### config.mk
export PLATFORM = sky130hd
export DESIGN_NAME = serial_add_ctrl
export DESIGN_NICKNAME = d
export VERILOG_FILES = /design/src/rtl/serial_add_ctrl.sv
export SDC_FILE = /design/constraint.sdc
export NUM_CORES = 1
export LEC_CHECK = 0
export ABC_AREA = 1
export BUFFER_PORTS_ARGS = -buffer_cell sky130_fd_sc_hd__buf_2
export CAP_MARGIN = 20
export CORE_UTILIZATION = 50
export DETAILED_ROUTE_END_ITERATION = 8
export GPL_ROUTABILITY_DRIVEN = 1
export PLACE_DENSITY = 0.74
export REMOVE_ABC_BUFFERS = 1
export SLEW_MARGIN = 10
export SYNTH_ARGS = -nofsm -noshare
export SYNTH_HDL_FRONTEND = slang
export SYNTH_HIERARCHICAL = 1
export SYNTH_SLANG_ARGS = --single-unit
export TNS_END_PERCENT = 30
### constraint.sdc
create_clock -name clk -period 2 [get_ports clk]
set_input_delay 0.2 -clock clk [delete_from_list [all_inputs] [get_ports clk]]
set_output_delay 0.2 -clock clk [all_outputs]
set_load 0.02 [all_outputs]
### src/rtl/serial_add_ctrl.sv
// Bit-serial add/subtract sequencer: one shared full adder, one bit per clock,
// LSB first, with a start/ready/done handshake and held results.
module full_adder (
    input  logic a,
    input  logic b,
    input  logic c,
    output logic sum,
    output logic carry
);
    assign sum   = a ^ b ^ c;
    assign carry = (a & b) | (a & c) | (b & c);
endmodule

module serial_add_ctrl #(
    parameter int WIDTH = 16
) (
    input  logic             clk,
    input  logic             reset,
    input  logic             start,
    input  logic             sub,
    input  logic [WIDTH-1:0] a,
    input  logic [WIDTH-1:0] b,
    input  logic             cin,
    output logic             ready,
    busy,
    output logic             done,
    output logic [WIDTH-1:0] sum,
    output logic             cout,
    output logic             ovf
);
    localparam int CW = $clog2(WIDTH);

    typedef enum logic [1:0] {
        IDLE,
        RUN,
        DONE
    } state_t;

    state_t state, state_next;

    logic [CW-1:0]    cnt;
    logic [WIDTH-1:0] op_a;
    logic [WIDTH-1:0] op_b;
    logic             carry;
    logic             fa_sum;
    logic             fa_carry;
    logic             last;

    assign last = (cnt == CW'(WIDTH - 1));

    full_adder u_fa (
        .a    (op_a[0]),
        .b    (op_b[0]),
        .c    (carry),
        .sum  (fa_sum),
        .carry(fa_carry)
    );

    always_ff @(posedge clk) begin
        if (reset) begin
            state <= IDLE;
        end else begin
            state <= state_next;
        end
    end

    always_comb begin
        state_next = state;
        ready      = 1'b0;
        busy       = 1'b0;
        done       = 1'b0;
        unique case (state)
            IDLE: begin
                ready = 1'b1;
                if (start) state_next = RUN;
            end
            RUN: begin
                busy = 1'b1;
                if (last) state_next = DONE;
            end
            DONE: begin
                done       = 1'b1;
                state_next = IDLE;
            end
            default: state_next = IDLE;
        endcase
    end

    // Subtract is a + ~b + 1: invert B at load and seed the carry with 1.
    always_ff @(posedge clk) begin
        if (reset) begin
            cnt   <= '0;
            op_a  <= '0;
            op_b  <= '0;
            carry <= 1'b0;
            sum   <= '0;
            cout  <= 1'b0;
            ovf   <= 1'b0;
        end else begin
            unique case (state)
                IDLE: begin
                    if (start) begin
                        op_a  <= a;
                        op_b  <= sub ? ~b : b;
                        carry <= sub ? 1'b1 : cin;
                        cnt   <= '0;
                    end
                end
                RUN: begin
                    op_a  <= op_a >> 1;
                    op_b  <= op_b >> 1;
                    sum   <= {fa_sum, sum[WIDTH-1:1]};
                    carry <= fa_carry;
                    cnt   <= cnt + 1'b1;
                    if (last) begin
                        cout <= fa_carry;
                        ovf  <= carry ^ fa_carry;
                    end
                end
                default: ;
            endcase
        end
    end
endmodule

==> reports/metrics.yaml, run 1 <==
status:
  outcome: "complete, no violations"
sta:
  post-route-period-util_pct: 75.7
  slew_headroom_pct: 57.7
  skew_ns: 0.00709
  whs_ns: 0.126
  tns_ns: 0
  drv_slew: 0
  max_freq_mhz: 660
  hold_viol: 0
  setup_viol: 0
  rsz0062_at_grt: "false"
  tightest_slew_ns: 0.633
  period_needed_ns: 1.51
yosys:
  synth_top_area_share_pct: 41.2
  synth_area_leaders: "dfxtp_1 (41%), nand2_1 (18%), nor2_1 (13%), nand3_1 (8.7%), inv_1 (5.8%)"
  synth.ff_latch_count: 57
  ys_seq_area_share_pct: 41.2
  syn_inst: 443
  avgSynthCellArea_um2: 6.24
  yosysTopAreaCell: "dfxtp_1"
  yosys_warnings: 6
  synth.distinct_cells: 21
  syn_area_mm2: 0.00277
floorplan:
  die_h_um: 76.4
  die_area_mm2: 0.00583
  chipWidth_um: 76.4
  ios: 58
  num_rows: 26
  start_util_pct: 53.1
  core_area_mm2: 0.00520
setup_path:
  startpoint_type: "register"
  worstPathRequired_ns: 1.80
  cp.buffers_inverters: 2
  critPathArrivalTime_ns: 1.31
  cp_slowest_cell: "dfxtp_1"
  end_kind: "primary output"
  crit_path_cell_trace: "nand2_2 > inv_2 > buf_2"
  timing_worst_setup_path_type: "reg2out"
  worst-path-max-fanout: 19
  cp_slowest_stage_delay_ns: 0.41
  cp_top_family: "buffers and inverters"
place:
  placed_cells: 555
  dpl_cell_area_mm2: 0.00309
  dpl.hpwl_um: 4010
  gp_routability_congestion: 0.796
  port_buffers: 57
layout:
  drive_above_1_share_pct: 17.2
  fill_cells: 518
  mostFrequentLayoutCell: "nand2_1"
  fin_area_mm2: 0.00328
  nNetsFinal: 535
  multi_input_area_mm2: 0.00133
  fin_cells: 570
  regArea_mm2: 0.00114
  final_cell_mix: "nand2_1 (134), nor2_1 (98), dfxtp_1 (57), buf_2 (57), nand3_1 (48)"
  n_antenna_cell: 0
  utilization_pct: 63.0
  syn_to_final_growth_pct: 18.6
global_routing:
  overflow: 0
  first_global_vias: 2587
  antenna_found_initial: 0
  grt_pass1_wl_um: 10800
  track_usage_pct: 23.3
  grt_max_degree: 26
power_and_ir_drop:
  ir_drop_mv: 0.504
  p_leak_uw: 0.00176
  p_per_area_mw_per_mm2: 841
clocking:
  cts_buffer_depth: 2
  cts_htree_levels: 3
  cts_sinks: 57
  cts.repair.resized: 0
  postCtsSetupRepairBufs: 0
  ctsHoldBuffers: 0
  numCtsBuffers: 9
  cts_tree: "yes"
  path_clk_slew_ns: 0.05
  clkLatencyLatePin_ns: 0.33
  cts_root_buf: "clkbuf_8"
routing:
  post_drt_via_cell_ratio: 4.79
  routedWlPerCell_um: 10.5
  drt_wl_total_um: 6000
  route.detailed.drc: 0
  drtPass1Iterations: 4
  vias: 2733
  detail-route-antenna-nets: 0
  drt_iter0_markers: 128
worst_hold_path:
  hp-class: "in2reg"
run:
  cap_viol_max_count: 0
## flip-flops by register name (all words and copies together), names as in the netlist
register and count:
op_b 16, cnt 4, carry 1, ovf 1
state 2, op_a 16, cout 1, sum 16
## synthesized netlist by cell type
library cell	number
nand2_2	2
buf_1	1
nand3_1	48
nor2_2	1
fa_1	1
inv_2	2
clkbuf_2	1
xor2_1	2
o21ai_1	1
dfxtp_1	57
nand3b_1	1
buf_4	1
ha_1	1
buf_2	12
nor2_1	98
a21oi_1	6
buf_6	2
inv_1	43
clkbuf_1	8
nand2_1	134
o21ai_0	21
## metrics by stage
step	power, uW	setup WS [ns]
CTS	2790	0.467
global placement	1710	0.638
detailed placement	1720	0.618
floorplan	1550	0.344
finish	2760	0.486
global route	2910	0.362
## tightest hold or removal path, delay by kind of cell
kind            cells  cell delay [ns]
compound gates      1             0.05
buf+inv             1             0.10
simple gates        1             0.05
## area by class of cell
cell class              count  area share, %
inverters                  45           5.15
repair buffers             67           11.0
well taps                  70           2.67
multi-input cells         316           40.5
clock buffers              12           4.73
flip-flops and latches     57           34.8
clock inverters             3           1.22
## cell families after synthesis
kind of cell | share of synthesized area (%)
compound gates | 5.07
xor+xnor | 0.633
fa+ha+maj | 1.18
buf+inv | 10.8
flops | 41.2
simple gates | 41.1
## path summary, 6_finish.rpt
| kind | start | endpoint | slack (ns) | depth (start not counted) |
|---|---|---|---|---|
| hold reg to reg | op_a[3]$_SDFFE_PP0P_ | op_a[2]$_SDFFE_PP0P_ | 0.45 | 2 |
| hold / removal | a[15] | op_a[15]$_SDFFE_PP0P_ | 0.13 | 3 |
| setup reg to reg | state[0]$_SDFFE_PP0P_ | op_a[0]$_SDFFE_PP0P_ | 0.60 | 7 |
| setup / recovery | state[0]$_SDFFE_PP0P_ | busy | 0.49 | 3 |
## power breakdown
part           total, uW  internal, uW  switching (uW)
Clock               1060           632             430
Sequential          1260          1210            46.9
Combinational        436           162             274
## metal layers
metal / up-vias / part of all wire [%] / track usage [%]
li1: 1454 / - / -
met1: 1201 / 46 / 26.3
met2: 65 / 47 / 40.6
met3: 13 / 5.6 / 8.02
met4: 0 / 1.5 / 7.88
met5: - / 0 / 0
(Power assumes the default switching activity.)
==> run 2, diff against run 1 <==
Settings changed: ABC_AREA 1 to 0, PLACE_DENSITY 0.74 to 0.75.
Clock period 2 ns to 1.5 ns, I/O delays scaled along.
==> reports/metrics.yaml, run 2 <==
power_and_ir_drop:
  p_int_uw: 2840  # +41%
  p_per_area_mw_per_mm2: 1180  # +40%
  switching_share_pct: 23.5  # -3.8 points
  seqPwrFrac_pct: 44.3  # -1.4 points
  p_leak_uw: 0.00127  # -28%
  combPwrFrac_pct: 12.1  # -3.7 points
  clkPwrFrac_pct: 43.7  # +5.2 points
  ir_drop_mv: 0.656  # +30%
  p_sw_uw: 871  # +16%
layout:
  fill_cells: 413  # -20%
  multi_input_area_mm2: 0.00125  # -5.8%
  reg_top3: "op_a: 16 flops, op_b: 16 flops, sum: 16 flops"
  mostFrequentLayoutCell: "dfxtp_1"
  drive_above_1_share_pct: 27.0  # +9.8 points
  n_antenna_cell: 0  # unchanged
  syn_to_final_growth_pct: 24.6
  nNetsFinal: 390  # -27%
  utilization_pct: 65.8  # +2.7 points
  fin_area_mm2: 0.00315  # -4.0%
  final_cell_mix: "dfxtp_1 (57), buf_2 (56), a21oi_1 (34)"
  regArea_mm2: 0.00114  # unchanged
clocking:
  cts_root_buf: "clkbuf_8"
  path_clk_slew_ns: 0.06  # about the same
  cts_sinks: 57  # unchanged
  numCtsBuffers: 9  # unchanged
  cts_buffer_depth: 2  # unchanged
  cts_htree_levels: 3  # unchanged
  cts_tree: "yes"
  clkLatencyLatePin_ns: 0.32  # about the same
  ctsHoldBuffers: 0  # unchanged
setup_path:
  worst-path-max-fanout: 26  # +7
  end_kind: "primary output"
  crit_path_end: "busy"
  startpoint_type: "register"
  crit_start: "state[1]$_SDFFE_PP0P_"
  r2r_end: "ovf$_SDFFE_PP0P_"
  worstPathRequired_ns: 1.35  # -0.45 ns
  critPathArrivalTime_ns: 1.30  # about the same
  rr_worst_depth: 4  # -3
  r2r_setup_slack_ns: 0.13  # -0.47 ns
  r2r_start: "op_a[0]$_SDFFE_PP0P_"
  timing_worst_setup_path_type: "reg2out"
sta:
  hold_viol: 0  # unchanged
  period_needed_ns: 1.45
  post-route-period-util_pct: 97.0
  drv_slew: 0  # unchanged
  slew_headroom_pct: 70.1  # +12 points
  skew_ns: 0.00567  # -0.00142 ns
  rsz0062_at_grt: "false"
  max_freq_mhz: 688
  setup_viol: 0  # unchanged
  finalWorstSetupSlack_ns: 0.0456  # -0.440 ns
  tightest_slew_ns: 0.448  # -0.185 ns
floorplan:
  num_rows: 25  # -3.8%
  die_h_um: 73.1  # -4.3%
  die_area_mm2: 0.00534  # -8.4%
  start_util_pct: 52.8  # -0.34 points
  chipWidth_um: 73.1  # -4.3%
  core_area_mm2: 0.00479  # -8.1%
  ios: 58  # unchanged
yosys:
  synth_xor_area_share_pct: 5.89  # +5.3 points
  ys_seq_area_share_pct: 45.1  # +3.9 points
  syn_inst: 294  # -34%
  synthTopCellsByCount: "dfxtp_1 (57), a21oi_1 (34), nand2_1 (33), nor2_1 (21)"
  synth_flop_cell: "dfxtp_1"
  synthMuxAreaShare_pct: 0  # unchanged
  yosysTopAreaCell: "dfxtp_1"
  synth_most_common_cell: "dfxtp_1"
  synth_async_sr_flop_share_pct: 0  # unchanged
  synth-compound-area-share_pct: 18.5  # +13 points
  synth_area_leaders: "dfxtp_1 (45%), a21oi_1 (6.7%), xnor2_1 (5.5%), a22oi_1 (5.3%), nand2_1 (4.9%)"
  synth.ff_latch_count: 57  # unchanged
  synth-edff-count: 0  # unchanged
  avgSynthCellArea_um2: 8.60  # +38%
  synth.distinct_cells: 35  # +67%
  yosys_warnings: 6  # unchanged
  yosys.area_share.simple_pct: 23.6  # -17 points
  synth_top_family_by_area: "simple AND/OR/NAND/NOR gates"
  syn_area_mm2: 0.00253  # -8.6%
  yosys.area_share.adder_pct: 1.29  # +0.11 points
  synth_top_area_share_pct: 45.1  # +3.9 points
global_routing:
  first_global_vias: 1966  # -24%
  track_usage_pct: 20.6  # -2.7 points
  overflow: 0  # unchanged
  grt_pass1_wl_um: 8540  # -21%
  antenna_found_initial: 0  # unchanged
  grt_max_degree: 27  # +3.8%
worst_hold_path:
  hp-class: "in2reg"
routing:
  route.detailed.drc: 0  # unchanged
  drt_wl_total_um: 5200  # -13%
  post_drt_via_cell_ratio: 5.22  # +8.8%
  vias: 2206  # -19%
  routedWlPerCell_um: 12.3  # +17%
  detail-route-antenna-nets: 0  # unchanged
  drtPass1Iterations: 4  # unchanged
  drt_iter0_markers: 122  # -4.7%
place:
  dpl.hpwl_um: 3410  # -15%
  dpl_cell_area_mm2: 0.00290  # -6.1%
  pre_cts_slack_ns: 0.0895  # -0.528 ns
  gp_routability_congestion: 0.746  # -6.2%
  port_buffers: 57  # unchanged
status:
  outcome: "complete, no violations"
run:
  cap_viol_max_count: 0  # unchanged
==> run 2: cell count changes in the layout (fill, tap and decap cells not counted), sizes merged, moves of 12 or more <==
cell / delta
nand3: -45
o22ai: +15
a21oi: +28
nand2: -103
nand2b: +12
nor2: -78
or3b: +15
o21ai: -20
xnor2: +16
a22oi: +18
nor3: +18
inv: -42
==> run 2: layout make-up <==
| type | count | area share, % |
|---|---|---|
| multi-input combinational | 208 | 39.7 |
| timing repair buffer | 72 | 13.6 |
| tap | 67 | 2.66 |
| inverter | 3 | 0.437 |
| clock inverter | 4 | 2.38 |
| sequential | 57 | 36.2 |
| clock buffer | 12 | 4.93 |
==> run 2: what timing repair did <==
action,4_1_cts,5_1_grt
gates resized for setup,2,3
endpoints found under the setup margin,1,3
setup buffers,1,0
pin swaps,0,0
==> run 2: logic make-up (layout without fill, tap and decap cells) <==
family          Yosys count  after routing
simple gates            113            113
compound gates           76             76
fa+ha+maj                 2              2
flops                    57             57
buf+inv                  29             91
xor+xnor                 17             17
==> run 2: critical path, cell delays in order (launching register included) <==
cell	delay, ns
dfxtp_1	0.31
nand2b_2	0.25
inv_4	0.11
buf_12	0.16
buf_4	0.16
==> run 2: metrics by stage <==
stage,total power [uW],cells,hold slack [ns],TNS (ns)
2_1_floorplan,1930,268,0.219,-26.71
3_3_place_gp,2100,406,0.395,0
3_5_place_dp,2110,406,0.402,0
4_1_cts,3740,423,0.0650,0
5_1_grt,3870,423,0.0913,0
6_report,3710,423,0.0719,0
==> run 2: power groups by stage <==
stage / registers, uW / logic (uW) / clock network (uW)
5_1_grt: 1650 / 496 / 1720
6_report: 1640 / 447 / 1620
4_1_cts: 1640 / 447 / 1650
3_3_place_gp: 1670 / 431 / 0
3_5_place_dp: 1670 / 440 / 0
2_1_floorplan: 1680 / 247 / 0
==> run 2: per-layer routing <==
metal	up-vias	track usage (%)	part of all wire, %	wire [um]
li1	1135	-	-	-
met1	1008	25.2	47	2440
met2	57	34.0	47	2450
met3	6	5.25	4.8	248
met4	0	9.15	1.2	63
met5	-	0	0	0
==> run 2: worst min-delay path by stage <==
stage	from	end	cells past startpoint
floorplan	reset	cout$_SDFFE_PP0P_	1
global placement	a[15]	op_a[15]$_SDFFE_PP0P_	3
detailed placement	a[15]	op_a[15]$_SDFFE_PP0P_	3
CTS	a[15]	op_a[15]$_SDFFE_PP0P_	3
global route	a[15]	op_a[15]$_SDFFE_PP0P_	3
finish	a[15]	op_a[15]$_SDFFE_PP0P_	3
